## src/rtl/amt_recovery_ctrl_pkg.sv

```systemverilog
// rtl/amt_recovery_ctrl_pkg.sv - shared constants, state enum and RMT packet type
package amt_recovery_ctrl_pkg;

  localparam int SIZE_RMT          = 32;
  localparam int SIZE_RMT_LOG      = 5;
  localparam int SIZE_PHYSICAL_LOG = 7;
  localparam int COMMIT_WIDTH      = 4;

  typedef enum logic [1:0] {
    IDLE    = 2'd0,
    DRAIN   = 2'd1,
    WALK    = 2'd2,
    REBUILD = 2'd3
  } state_t;

  typedef struct packed {
    logic [SIZE_RMT_LOG-1:0]      logical;
    logic [SIZE_PHYSICAL_LOG-1:0] physical;
  } rmt_packet_t;

endpackage

```

## src/rtl/amt_recovery_ctrl_if.sv

```systemverilog
// rtl/amt_recovery_ctrl_if.sv - recovery request, AMT read and RMT write signals
interface amt_recovery_ctrl_if;
  import amt_recovery_ctrl_pkg::*;

  logic                                            recover_req;
  logic [COMMIT_WIDTH-1:0][SIZE_PHYSICAL_LOG-1:0]  amt_data;
  logic                                            commit_block;
  logic                                            stall_front_end;
  logic                                            amt_recover_mode;
  logic [SIZE_RMT_LOG-1:0]                         recover_cnt;
  logic [COMMIT_WIDTH-1:0]                         rmt_we;
  rmt_packet_t [COMMIT_WIDTH-1:0]                  rmt_packet;
  logic                                            free_list_rebuild;
  logic                                            recovery_done;

  modport master (
    input  recover_req, amt_data,
    output commit_block, stall_front_end, amt_recover_mode, recover_cnt,
           rmt_we, rmt_packet, free_list_rebuild, recovery_done
  );

  modport slave (
    output recover_req, amt_data,
    input  commit_block, stall_front_end, amt_recover_mode, recover_cnt,
           rmt_we, rmt_packet, free_list_rebuild, recovery_done
  );

endinterface

```

## src/rtl/amt_recovery_ctrl_packer.sv

```systemverilog
// rtl/amt_recovery_ctrl_packer.sv - builds the four RMT write packets for the current AMT group
module amt_recover_packer
  import amt_recovery_ctrl_pkg::*;
(
  input  logic                                           walk,
  input  logic [SIZE_RMT_LOG-1:0]                        recover_cnt,
  input  logic [COMMIT_WIDTH-1:0][SIZE_PHYSICAL_LOG-1:0] amt_data,
  output rmt_packet_t [COMMIT_WIDTH-1:0]                 rmt_packet
);

  // The AMT read is combinational, so packets follow amt_data in the same cycle.
  always_comb begin
    rmt_packet = '0;
    if (walk) begin
      for (int k = 0; k < COMMIT_WIDTH; k++) begin
        rmt_packet[k].logical  = recover_cnt + SIZE_RMT_LOG'(k);
        rmt_packet[k].physical = amt_data[k];
      end
    end
  end

endmodule

```

## src/rtl/amt_recovery_ctrl.sv

```systemverilog
// rtl/amt_recovery_ctrl.sv - blocks commit, drains, walks the AMT into the RMT, then rebuilds the free list
module amt_recovery_ctrl
  import amt_recovery_ctrl_pkg::*;
#(
  parameter int DRAIN_CYCLES = 1
) (
  input  logic               clk,
  input  logic               reset,
  amt_recovery_ctrl_if.master bus
);

  localparam logic [SIZE_RMT_LOG-1:0] LAST_GROUP = SIZE_RMT_LOG'(SIZE_RMT - COMMIT_WIDTH);
  localparam logic [SIZE_RMT_LOG-1:0] GROUP_STEP = SIZE_RMT_LOG'(COMMIT_WIDTH);

  state_t                  state;
  logic [2:0]              drain_cnt;
  logic [SIZE_RMT_LOG-1:0] recover_cnt;
  logic                    commit_block;
  logic                    amt_recover_mode;
  logic [COMMIT_WIDTH-1:0] rmt_we;
  logic                    free_list_rebuild;
  logic                    recovery_done;
  rmt_packet_t [COMMIT_WIDTH-1:0] rmt_packet;

  always_ff @(posedge clk or negedge reset) begin
    if (!reset) begin
      state             <= IDLE;
      drain_cnt         <= '0;
      recover_cnt       <= '0;
      commit_block      <= 1'b0;
      amt_recover_mode  <= 1'b0;
      rmt_we            <= '0;
      free_list_rebuild <= 1'b0;
      recovery_done     <= 1'b0;
    end else begin
      free_list_rebuild <= 1'b0;
      recovery_done     <= 1'b0;
      case (state)
        IDLE: begin
          if (bus.recover_req) begin
            state        <= DRAIN;
            drain_cnt    <= 3'(DRAIN_CYCLES - 1);
            commit_block <= 1'b1;
          end
        end
        DRAIN: begin
          if (drain_cnt == 3'd0) begin
            state            <= WALK;
            recover_cnt      <= '0;
            amt_recover_mode <= 1'b1;
            rmt_we           <= '1;
          end else begin
            drain_cnt <= drain_cnt - 3'd1;
          end
        end
        WALK: begin
          if (recover_cnt == LAST_GROUP) begin
            state             <= REBUILD;
            recover_cnt       <= '0;
            amt_recover_mode  <= 1'b0;
            rmt_we            <= '0;
            free_list_rebuild <= 1'b1;
            recovery_done     <= 1'b1;
          end else begin
            recover_cnt <= recover_cnt + GROUP_STEP;
          end
        end
        REBUILD: begin
          state        <= IDLE;
          commit_block <= 1'b0;
        end
        default: begin
          state            <= IDLE;
          recover_cnt      <= '0;
          commit_block     <= 1'b0;
          amt_recover_mode <= 1'b0;
          rmt_we           <= '0;
        end
      endcase
    end
  end

  amt_recover_packer u_packer (
    .walk        (amt_recover_mode),
    .recover_cnt (recover_cnt),
    .amt_data    (bus.amt_data),
    .rmt_packet  (rmt_packet)
  );

  // Commit block and front-end stall share one register: both cover every non-IDLE state.
  assign bus.commit_block      = commit_block;
  assign bus.stall_front_end   = commit_block;
  assign bus.amt_recover_mode  = amt_recover_mode;
  assign bus.recover_cnt       = recover_cnt;
  assign bus.rmt_we            = rmt_we;
  assign bus.rmt_packet        = rmt_packet;
  assign bus.free_list_rebuild = free_list_rebuild;
  assign bus.recovery_done     = recovery_done;

endmodule

```

## src/flat_wrapper.sv

```systemverilog
// flat-port wrapper written by rule: the top's interface ports become plain ports
module amt_recovery_ctrl_flat import amt_recovery_ctrl_pkg::*;
#(
  parameter int DRAIN_CYCLES = 1
)
  (clk, reset, bus_recover_req, bus_amt_data, bus_commit_block, bus_stall_front_end, bus_amt_recover_mode, bus_recover_cnt, bus_rmt_we, bus_rmt_packet, bus_free_list_rebuild, bus_recovery_done);
  amt_recovery_ctrl_if bus_i ();
  input  logic clk;
  input  logic reset;
  input wire logic [$bits(bus_i.recover_req)-1:0] bus_recover_req;
  input wire logic [$bits(bus_i.amt_data)-1:0] bus_amt_data;
  output wire logic [$bits(bus_i.commit_block)-1:0] bus_commit_block;
  output wire logic [$bits(bus_i.stall_front_end)-1:0] bus_stall_front_end;
  output wire logic [$bits(bus_i.amt_recover_mode)-1:0] bus_amt_recover_mode;
  output wire logic [$bits(bus_i.recover_cnt)-1:0] bus_recover_cnt;
  output wire logic [$bits(bus_i.rmt_we)-1:0] bus_rmt_we;
  output wire logic [$bits(bus_i.rmt_packet)-1:0] bus_rmt_packet;
  output wire logic [$bits(bus_i.free_list_rebuild)-1:0] bus_free_list_rebuild;
  output wire logic [$bits(bus_i.recovery_done)-1:0] bus_recovery_done;
  assign bus_i.recover_req = bus_recover_req;
  assign bus_i.amt_data = bus_amt_data;
  assign bus_commit_block = bus_i.commit_block;
  assign bus_stall_front_end = bus_i.stall_front_end;
  assign bus_amt_recover_mode = bus_i.amt_recover_mode;
  assign bus_recover_cnt = bus_i.recover_cnt;
  assign bus_rmt_we = bus_i.rmt_we;
  assign bus_rmt_packet = bus_i.rmt_packet;
  assign bus_free_list_rebuild = bus_i.free_list_rebuild;
  assign bus_recovery_done = bus_i.recovery_done;
  amt_recovery_ctrl #(.DRAIN_CYCLES(DRAIN_CYCLES)) u_core (.clk(clk), .reset(reset), .bus(bus_i));
endmodule
```

## config.mk

```make
export PLATFORM = sky130hd
export DESIGN_NAME = amt_recovery_ctrl_flat
export DESIGN_NICKNAME = d
export VERILOG_FILES = /design/src/rtl/amt_recovery_ctrl_pkg.sv /design/src/rtl/amt_recovery_ctrl_if.sv /design/src/rtl/amt_recovery_ctrl_packer.sv /design/src/rtl/amt_recovery_ctrl.sv /design/src/flat_wrapper.sv
export SDC_FILE = /design/constraint.sdc
export NUM_CORES = 1
export LEC_CHECK = 0
export ABC_AREA = 1
export ABC_CLOCK_PERIOD_IN_PS = 1700
export CAP_MARGIN = 20
export CORE_AREA = 2 2 47 49
export DETAILED_ROUTE_END_ITERATION = 8
export DIE_AREA = 0 0 49 51
export DONT_BUFFER_PORTS = 1
export PLACE_DENSITY = 0.71
export RECOVER_POWER = 25
export SYNTH_ARGS = -nofsm -noshare
export SYNTH_HDL_FRONTEND = slang
export SYNTH_SLANG_ARGS = --single-unit
```

## constraint.sdc

```tcl
create_clock -name clk -period 1.7 [get_ports clk]
set_clock_uncertainty 0.1 [all_clocks]
set_input_delay 0.34 -clock clk [delete_from_list [all_inputs] [get_ports clk]]
set_output_delay 0.34 -clock clk [all_outputs]
set_load 0.02 [all_outputs]
```

==> impl_metrics.env, run 1 <==
export IMPL_r2r_start="u_core.bus.recover_cnt[3]$_DFFE_PN0P_"
export IMPL_ys_ff_latch=11
export IMPL_cp_slowest_cell="dfrtp_4"
export IMPL_placedCellCount=194
export IMPL_wl_mm=2.16
export IMPL_antenna_found_initial=0
export IMPL_synthTopCellsByArea="dfrtp_1 (25%), nand2_1 (21%), inv_1 (17%)"
export IMPL_synth_async_reset_ratio_pct=100
export IMPL_switchingPower_mw=1.47
export IMPL_place_hpwl_mm=1.73
export IMPL_maxSlewViolCount=0
export IMPL_p_seq_share_pct=23.0
export IMPL_grt_max_degree=14
export IMPL_use_met3_pct=2.05
export IMPL_place_ws_ns=0.213
export IMPL_total_power_mw=2.40
export IMPL_worst_pin_slew_ns=0.531
export IMPL_num_fill_cells=203
export IMPL_cp_end_kind="output pin"
export IMPL_fin_cells=202
export IMPL_final_nets=215
export IMPL_setup_violations=0
export IMPL_holdPathEnd="u_core.bus.commit_block$_DFFE_PN0P_"
export IMPL_dieArea_um2=2500
export IMPL_ios=93
export IMPL_synth_cell_types=16
export IMPL_avgRoutedWirePerCell_um=10.7
export IMPL_grt_first_pass_wirelength_mm=3.22
export IMPL_hold_path_class="in -> reg"
export IMPL_routed_via_density=4.57
export IMPL_cts_sink_count=11
export IMPL_worstPathRequired_ns=1.26
export IMPL_coreArea_um2=2060
export IMPL_cp_start_kind="register"
export IMPL_crit_family="flip-flops"
export IMPL_hold_viol_final=0
export IMPL_power_density_nw_per_um2=2140
export IMPL_track_usage_pct=16.6
export IMPL_synth_common_cells="nand2_1 (60), inv_1 (49), buf_4 (20)"
export IMPL_gp_congestion=0.768
export IMPL_leakage_nw=0.858
export IMPL_ys_warn_count=0
export IMPL_synth_area_leader_cell="dfrtp_1"
export IMPL_start_util_pct=53.2
export IMPL_die_y_um=51
export IMPL_grt_pass1_vias=790
export IMPL_clockPowerShare_pct=8.1
export IMPL_grt_overflow=0
export IMPL_finalCritPeriodShare_pct=95.3
export IMPL_status="complete, no violations"
export IMPL_post_route_cells_drive_above_1_share_pct=9.20
export IMPL_hold_path_depth=4
export IMPL_antenna_left=0
export IMPL_drt_iter0_drc=7
export IMPL_num_antenna_cells=0
export IMPL_use_met1_pct=17.9
export IMPL_ys_seq_area_share_pct=25.1
export IMPL_crit_fanout=12
export IMPL_clockBufferDepth=2
export IMPL_timing_rr_end="u_core.state[0]$_DFFE_PN0P_"
export IMPL_htreeDepth=1
export IMPL_min_from="bus_recover_req"
export IMPL_netlist_area_um2=1100
export IMPL_portBuffers=0
export IMPL_fin_ws_ns=0.0805
export IMPL_cts_tree="built"
export IMPL_rsz0062_at_grt="false"
export IMPL_root_buffer="clkbuf_4"
export IMPL_vias=924
export IMPL_power_share_switching_pct=61.1
export IMPL_reg2reg_slack_ns=0.20
export IMPL_yosysMostFrequentCell="nand2_1"
export IMPL_drt_first_pass_iters=3
export IMPL_max_slew_margin_rel_pct=64.5
export IMPL_drc=0
export IMPL_rows=17
export IMPL_syn_inst=180
export IMPL_numCtsBuffers=3
export IMPL_synth_top_area_share_pct=25.1
export IMPL_timing_fmax_ghz=0.617
export IMPL_path_buf_inv=2
export IMPL_synth_edf_count=0
export IMPL_clk_latency_ns=0.28
export IMPL_peakVddDrop_uv=1160
export IMPL_ys_flop_type="dfrtp_1"
export IMPL_crit_type="reg -> out"
export IMPL_top_usage_layer="met2"
export IMPL_crit_chain="buf_4, nand2_1, inv_1"
export IMPL_die_width_um=49
export IMPL_synth_area_per_cell_um2=6.10
export IMPL_syn_to_final_growth_pct=2.39
export IMPL_critPathArrivalTime_ns=1.18
export IMPL_clkTransAtPathRegs_ns=0.08
export IMPL_max_stage_delay_ns=0.49
export IMPL_pwr_share_comb_pct=68.9
export IMPL_fin_setup_tns_ns=0
export IMPL_grt_use_met2_pct=31.7
export IMPL_p_int_uw=934
export IMPL_max_cap_violations=0
export IMPL_fin_crit_ns=1.62
export IMPL_r2r_cells=7
## power groups by stage
| stage | Combinational (mW) | Clock (mW) | Sequential (mW) |
|---|---|---|---|
| 2_1_floorplan | 1.50 | 0 | 0.524 |
| 3_3_place_gp | 1.51 | 0 | 0.580 |
| 3_5_place_dp | 1.55 | 0 | 0.590 |
| 4_1_cts | 1.62 | 0.196 | 0.564 |
| 5_1_grt | 1.83 | 0.208 | 0.572 |
| 6_report | 1.65 | 0.195 | 0.552 |
## cell usage in the layout (no fill, tap or decap)
master,synthesis,final
conb_1,1,6
inv_1,49,48
o21ai_0,1,1
nand3_2,1,1
clkbuf_1,2,1
o21ai_1,1,1
nand3_1,10,10
clkbuf_4,0,3
inv_2,1,2
dfrtp_1,11,10
nand4_1,2,2
dfrtp_4,0,1
nor2_1,8,8
nand2_1,60,60
dlygate4sd3_1,0,1
buf_4,20,6
ha_1,9,9
nand3b_1,1,1
buf_12,0,3
## metal layers
layer  share of wire [%]  up-vias  wire length, µm
met5                   0        -                0
met4                 1.7        0               36
met3                 5.3        5              115
met2                  53       37             1150
met1                  40      412              857
li1                    -      470                -
## state kept, by name, summed over array words and instances, names as in the netlist
signal	cells
u_core.bus.commit_block	1
u_core.bus.free_list_rebuild	1
u_core.bus.recover_cnt	3
u_core.bus.rmt_we	1
u_core.drain_cnt	3
u_core.state	2
## stage by stage
stage | utilization, % | hold WS [ns] | area [µm²]
global route | 54.5 | 0.220 | 1120
global placement | 51.5 | -0.0554 | 1060
floorplan | - | -0.0556 | 1120
CTS | 53.7 | 0.166 | 1110
finish | 54.5 | 0.164 | 1120
detailed placement | 51.5 | -0.0554 | 1060
## worst reg2reg max path: cells and delay by family, from the launching register on
kind	cells	cell delay (ns)
flip-flops	1	0.51
buffers and inverters	1	0.04
AND/OR/NAND/NOR	4	0.39
adder cells (fa/ha/maj)	2	0.36
## cells by family (layout without fill, tap and decap cells)
logic type / count (synthesis) / in the layout / synth area share [%]
and+or+nand+nor: 82 / 82 / 30.6
other: 1 / 6 / 0.342
buffers and inverters: 75 / 64 / 32.8
AOI/OAI and AO/OA: 2 / 2 / 0.911
adders and majority gates: 9 / 9 / 10.3
DFF: 11 / 11 / 25.1
## timing repair
action                                 4_1_cts  5_1_grt
gates resized for setup                      2        0
endpoints found under the hold margin       11        0
setup buffers                                1        2
setup endpoints to repair                   18       12
hold buffers                                 1        0
pin swaps                                    0        0
## worst max-delay path by stage
stage | start | end | slack [ns] | cells past startpoint
after global placement | u_core.bus.recover_cnt[3]$_DFFE_PN0P_ | u_core.state[0]$_DFFE_PN0P_ | 0.25 | 7
after CTS | u_core.bus.rmt_we[2]$_DFFE_PN0P_ | bus_rmt_packet[40] | 0.05 | 3
after global routing | u_core.bus.rmt_we[2]$_DFFE_PN0P_ | bus_rmt_packet[40] | 0.003 | 3
after detailed placement | u_core.bus.recover_cnt[3]$_DFFE_PN0P_ | u_core.state[1]$_DFFE_PN0P_ | 0.21 | 7
final | u_core.bus.rmt_we[2]$_DFFE_PN0P_ | bus_rmt_packet[38] | 0.08 | 3
after floorplan | u_core.bus.rmt_we[2]$_DFFE_PN0P_ | bus_rmt_packet[33] | 0.06 | 5
## layout make-up
class                   instances  area [µm²]  area share, %
inverters                      50         188           16.7
well taps                      28        35.0           3.12
multi-input cells              99         480           42.8
repair buffers                 10         115           10.2
clock buffers                   4        26.3           2.34
flip-flops and latches         11         279           24.8
Note: power is estimated with default switching activity, not from simulation.
==> inputs of run 2 (changes only) <==
- ABC_CLOCK_PERIOD_IN_PS: 1700 -> 1400
- CORE_AREA: 2 2 47 49 -> 2 2 48 50
- DIE_AREA: 0 0 49 51 -> 0 0 50 52
- clock period: 1.7 -> 1.4 ns (I/O delays scaled with it)
==> impl_metrics.env, run 2 (synthesized netlist as in run 1, its figures left out) <==
export IMPL_status="finished with violations"
export IMPL_violations="negative setup slack"
export IMPL_seq_area_um2=277
export IMPL_maxSlewViolCount=0
export IMPL_final_cell_mix="nand2_1 (55), inv_2 (34), inv_1 (14), dfrtp_1 (10), nand3_1 (9)"
export IMPL_top_usage_layer="met2"
export IMPL_portBuffers=0
export IMPL_setup_violations=41
export IMPL_coreArea_um2=2110
export IMPL_drt_iter0_drc=28
export IMPL_place_hpwl_mm=1.85
export IMPL_cp_start_kind="register"
export IMPL_cts_tree="built"
export IMPL_crit_fanout=22
export IMPL_crit_chain="buf_12, buf_16"
export IMPL_fin_crit_ns=1.48
export IMPL_max_slew_margin_rel_pct=66.1
export IMPL_grt_max_degree=23
export IMPL_fin_cells=203
export IMPL_track_usage_pct=15.8
export IMPL_die_width_um=50
export IMPL_worst_pin_slew_ns=0.507
export IMPL_peakVddDrop_uv=1720
export IMPL_placedCellCount=195
export IMPL_final_nets=216
export IMPL_max_stage_delay_ns=0.42
export IMPL_reg_largest_list="u_core.bus.recover_cnt: 3 flops, u_core.drain_cnt: 3 flops, u_core.state: 2 flops"
export IMPL_grt_overflow=0
export IMPL_final_common_cell="nand2_1"
export IMPL_rows=17
export IMPL_use_met3_pct=3.45
export IMPL_ios=93
export IMPL_avgRoutedWirePerCell_um=11.2
export IMPL_place_ws_ns=-0.00558
export IMPL_fin_ws_ns=-0.0757
export IMPL_num_fill_cells=203
export IMPL_cp_end_kind="output pin"
export IMPL_drc=0
export IMPL_dieArea_um2=2600
export IMPL_num_antenna_cells=0
export IMPL_htreeDepth=1
export IMPL_grt_use_met2_pct=27.2
export IMPL_clkTransAtPathRegs_ns=0.07
export IMPL_cts_sink_count=11
export IMPL_hold_path_class="in -> reg"
export IMPL_grt_first_pass_wirelength_mm=3.14
export IMPL_start_util_pct=52.1
export IMPL_post_route_cells_drive_above_1_share_pct=36.0
export IMPL_critPathArrivalTime_ns=1.10
export IMPL_routed_via_density=4.67
export IMPL_timing_fmax_ghz=0.678
export IMPL_antenna_left=0
export IMPL_crit_type="reg -> out"
export IMPL_clk_latency_ns=0.27
export IMPL_power_density_nw_per_um2=2680
export IMPL_vias=948
export IMPL_multi_input_area_um2=541
export IMPL_rsz0062_at_grt="true"
export IMPL_hold_viol_final=0
export IMPL_leakage_nw=0.822
export IMPL_grt_pass1_vias=742
export IMPL_wl_mm=2.27
export IMPL_syn_to_final_growth_pct=10.5
export IMPL_worstPathRequired_ns=1.02
export IMPL_use_met1_pct=18.8
export IMPL_cp_slowest_cell="dfrtp_2"
export IMPL_max_cap_violations=0
export IMPL_finalCritPeriodShare_pct=105
export IMPL_gp_congestion=0.810
export IMPL_clockBufferDepth=2
export IMPL_antenna_found_initial=0
export IMPL_drt_first_pass_iters=4
export IMPL_numCtsBuffers=3
export IMPL_root_buffer="clkbuf_4"
export IMPL_die_y_um=52
run 2: stage by stage:
| stage | hold slack (ns) | power, mW | TNS [ns] | cell area [µm²] | utilization, % |
|---|---|---|---|---|---|
| 6_report | 0.113 | 3.25 | -1.46 | 1210 | 57.6 |
| 2_1_floorplan | -0.116 | 2.55 | -0.0515 | 1150 | - |
| 5_1_grt | 0.201 | 3.52 | -4.11 | 1210 | 57.6 |
| 3_5_place_dp | -0.115 | 2.70 | -0.0106 | 1080 | 51.3 |
| 4_1_cts | 0.111 | 3.08 | -1.90 | 1150 | 54.5 |
| 3_3_place_gp | -0.115 | 2.65 | 0 | 1080 | 51.3 |
run 2: final timing paths:
check / start / to / slack [ns] / depth (start not counted)
max in group asynchronous: reset / u_core.bus.rmt_we[2]$_DFFE_PN0P_ / 0.52 / 1
min reg2reg: u_core.drain_cnt[1]$_DFFE_PN0P_ / u_core.drain_cnt[1]$_DFFE_PN0P_ / 0.39 / 2
min in group asynchronous: reset / u_core.state[1]$_DFFE_PN0P_ / 0.31 / 1
max reg2reg: u_core.state[0]$_DFFE_PN0P_ / u_core.bus.rmt_we[2]$_DFFE_PN0P_ / 0.07 / 7
max: u_core.bus.rmt_we[2]$_DFFE_PN0P_ / bus_rmt_we[0] / -0.08 / 2
min: bus_recover_req / u_core.bus.commit_block$_DFFE_PN0P_ / 0.11 / 4
run 2: final cells by class:
cell class                      instances  share of cell area (%)
Multi-Input combinational cell         99                    44.6
Tap cell                               28                    2.89
Timing Repair Buffer                   11                    11.0
Inverter                               50                    16.5
Sequential cell                        11                    22.8
Clock buffer                            4                    2.17
run 2: worst max-delay path, delay by kind of cell (launching register included):
family                 cells  cell delay, ns
buffers and inverters      2            0.40
flip-flops                 1            0.42
run 2: routing by layer:
metal / wire length, µm / part of all wire [%]
met1: 927 / 41
met2: 1150 / 51
met3: 151 / 6.7
met4: 44 / 1.9
met5: 0 / 0
run 2: timing repair:
item	4_1_cts	5_1_grt
hold buffers	1	0
gates resized for setup	40	12
setup buffers	0	3
hold endpoints to repair	11	0
endpoints found under the setup margin	52	57
run 2: power breakdown:
part           internal (mW)  leakage [nW]  switching [mW]  total (mW)
Clock                  0.111        0.0150           0.111       0.222
Sequential             0.447         0.141           0.153       0.601
Combinational          0.760         0.666            1.67        2.43
Total                   1.32         0.822            1.93        3.25
==> inputs of run 3 (changes only) <==
- CORE_AREA: 2 2 48 50 -> 2 2 53 55
- DIE_AREA: 0 0 50 52 -> 0 0 55 57
- PLACE_DENSITY: 0.71 -> default
==> impl_metrics.env, run 3 (synthesized netlist as in run 1, its figures left out) <==
export IMPL_status="finished with violations"
export IMPL_violations="negative setup slack"
export IMPL_fin_setup_tns_ns=-3.41
export IMPL_worstPathRequired_ns=1.02
export IMPL_finalInstanceArea_um2=1420
export IMPL_ios=93
export IMPL_portBuffers=0
export IMPL_antenna_found_initial=0
export IMPL_max_cap_violations=0
export IMPL_critPathArrivalTime_ns=1.12
export IMPL_final_cell_mix="nand2_1 (34), inv_2 (28), nand2_2 (17), inv_1 (12), dfrtp_1 (10)"
export IMPL_clk_latency_ns=0.27
export IMPL_grt_pass1_vias=807
export IMPL_fin_ws_ns=-0.0997
export IMPL_vias=970
export IMPL_min_from="bus_recover_req"
export IMPL_syn_to_final_growth_pct=29.4
export IMPL_cp_start_kind="register"
export IMPL_power_density_nw_per_um2=2650
export IMPL_placed_cell_area_um2=1070
export IMPL_dieArea_um2=3140
export IMPL_final_common_cell="nand2_1"
export IMPL_num_antenna_cells=0
export IMPL_wl_mm=2.55
export IMPL_maxSlewViolCount=0
export IMPL_root_buffer="clkbuf_4"
export IMPL_grt_first_pass_wirelength_mm=3.31
export IMPL_timing_fmax_ghz=0.667
export IMPL_reg_largest_list="u_core.bus.recover_cnt: 3 flops, u_core.drain_cnt: 3 flops, u_core.state: 2 flops"
export IMPL_setup_violations=44
export IMPL_clockBufferDepth=2
export IMPL_avgRoutedWirePerCell_um=12.0
export IMPL_rsz0062_at_grt="true"
export IMPL_cp_end_kind="output pin"
export IMPL_drt_first_pass_iters=4
export IMPL_critPathLaunch="u_core.bus.rmt_we[2]$_DFFE_PN0P_"
export IMPL_num_fill_cells=253
export IMPL_rows=19
export IMPL_post_route_cells_drive_above_1_share_pct=51.4
export IMPL_peakVddDrop_uv=1670
export IMPL_cts_sink_count=11
export IMPL_placedCellCount=200
export IMPL_coreArea_um2=2620
export IMPL_htreeDepth=1
export IMPL_multi_input_area_um2=652
export IMPL_crit_fanout=5
export IMPL_drt_iter0_drc=15
export IMPL_grt_overflow=0
export IMPL_utilization_pct=54.3
export IMPL_finalCritPeriodShare_pct=107
export IMPL_numCtsBuffers=3
export IMPL_hold_path_class="in -> reg"
export IMPL_routed_via_density=4.58
export IMPL_start_util_pct=42.0
export IMPL_gp_congestion=0.803
export IMPL_leakage_nw=0.895
export IMPL_die_width_um=55
export IMPL_grt_max_degree=12
export IMPL_worst_pin_slew_ns=0.510
export IMPL_place_hpwl_mm=1.85
export IMPL_clkTransAtPathRegs_ns=0.07
export IMPL_fin_crit_ns=1.50
export IMPL_final_nets=222
export IMPL_place_ws_ns=-0.0620
export IMPL_die_y_um=57
export IMPL_cts_tree="built"
export IMPL_crit_type="reg -> out"
export IMPL_drc=0
export IMPL_seq_area_um2=277
export IMPL_fin_cells=212
export IMPL_hold_viol_final=0
export IMPL_r2r_start="u_core.state[0]$_DFFE_PN0P_"
export IMPL_max_slew_margin_rel_pct=65.9
export IMPL_antenna_left=0
export IMPL_track_usage_pct=14.1
## run 3: cell types whose count changed in the layout (fill, tap and decap cells not counted), moves of 2 or more
cell	change
inv_2	-6
inv_1	-2
buf_6	+4
nand2_2	+14
buf_12	+2
nand2_4	+6
nand2_1	-21
inv_4	+8
## run 3: through the flow
| step | power, mW | hold slack, ns |
|---|---|---|
| after floorplan | 2.55 | -0.116 |
| after global placement | 2.61 | -0.115 |
| after detailed placement | 2.65 | -0.115 |
| after CTS | 3.08 | 0.115 |
| after global routing | 4.10 | 0.158 |
| final | 3.76 | 0.120 |
## run 3: final timing paths
check / to / slack [ns] / cells after the start
worst max-delay path: bus_rmt_we[1] / -0.1 / 3
worst min-delay path: u_core.bus.commit_block$_DFFE_PN0P_ / 0.12 / 4
worst max register to register: u_core.bus.rmt_we[2]$_DFFE_PN0P_ / 0.08 / 7
worst min register to register: u_core.drain_cnt[1]$_DFFE_PN0P_ / 0.39 / 2
max in group asynchronous: u_core.bus.rmt_we[2]$_DFFE_PN0P_ / 0.52 / 1
min in group asynchronous: u_core.bus.recover_cnt[2]$_DFFE_PN0P_ / 0.31 / 1
## run 3: routing by layer
metal | up-vias | GRT usage [%] | share of wire, %
met4 | 0 | 6.27 | 1.7
met2 | 45 | 24.7 | 55
met1 | 434 | 16.2 | 36
met5 | - | 0 | 0
met3 | 5 | 2.62 | 7.2
li1 | 486 | - | -
## run 3: cell type report
type,instances,area share [%]
Clock buffer,4,1.85
Inverter,50,15.5
Sequential cell,11,19.5
Tap cell,31,2.73
Multi-Input combinational cell,99,45.9
Timing Repair Buffer,17,14.5
## run 3: critical path: stages, from the launching register on
cell and delay, ns:
dfrtp_2 0.43, buf_12 0.14, buf_6 0.12, buf_12 0.15
## run 3: repair_timing
item,4_1_cts,5_1_grt
gates cloned,0,2
hold buffers,1,0
buffers inserted,1,4
hold endpoints to repair,11,0
gates resized for setup,39,69
endpoints found under the setup margin,57,59
## run 3: report_power, final
group / leakage, nW / total [mW] / internal [mW] / switching, mW
logic: 0.739 / 2.94 / 1.04 / 1.90
clock network: 0.0150 / 0.219 / 0.111 / 0.108
registers: 0.141 / 0.597 / 0.448 / 0.149
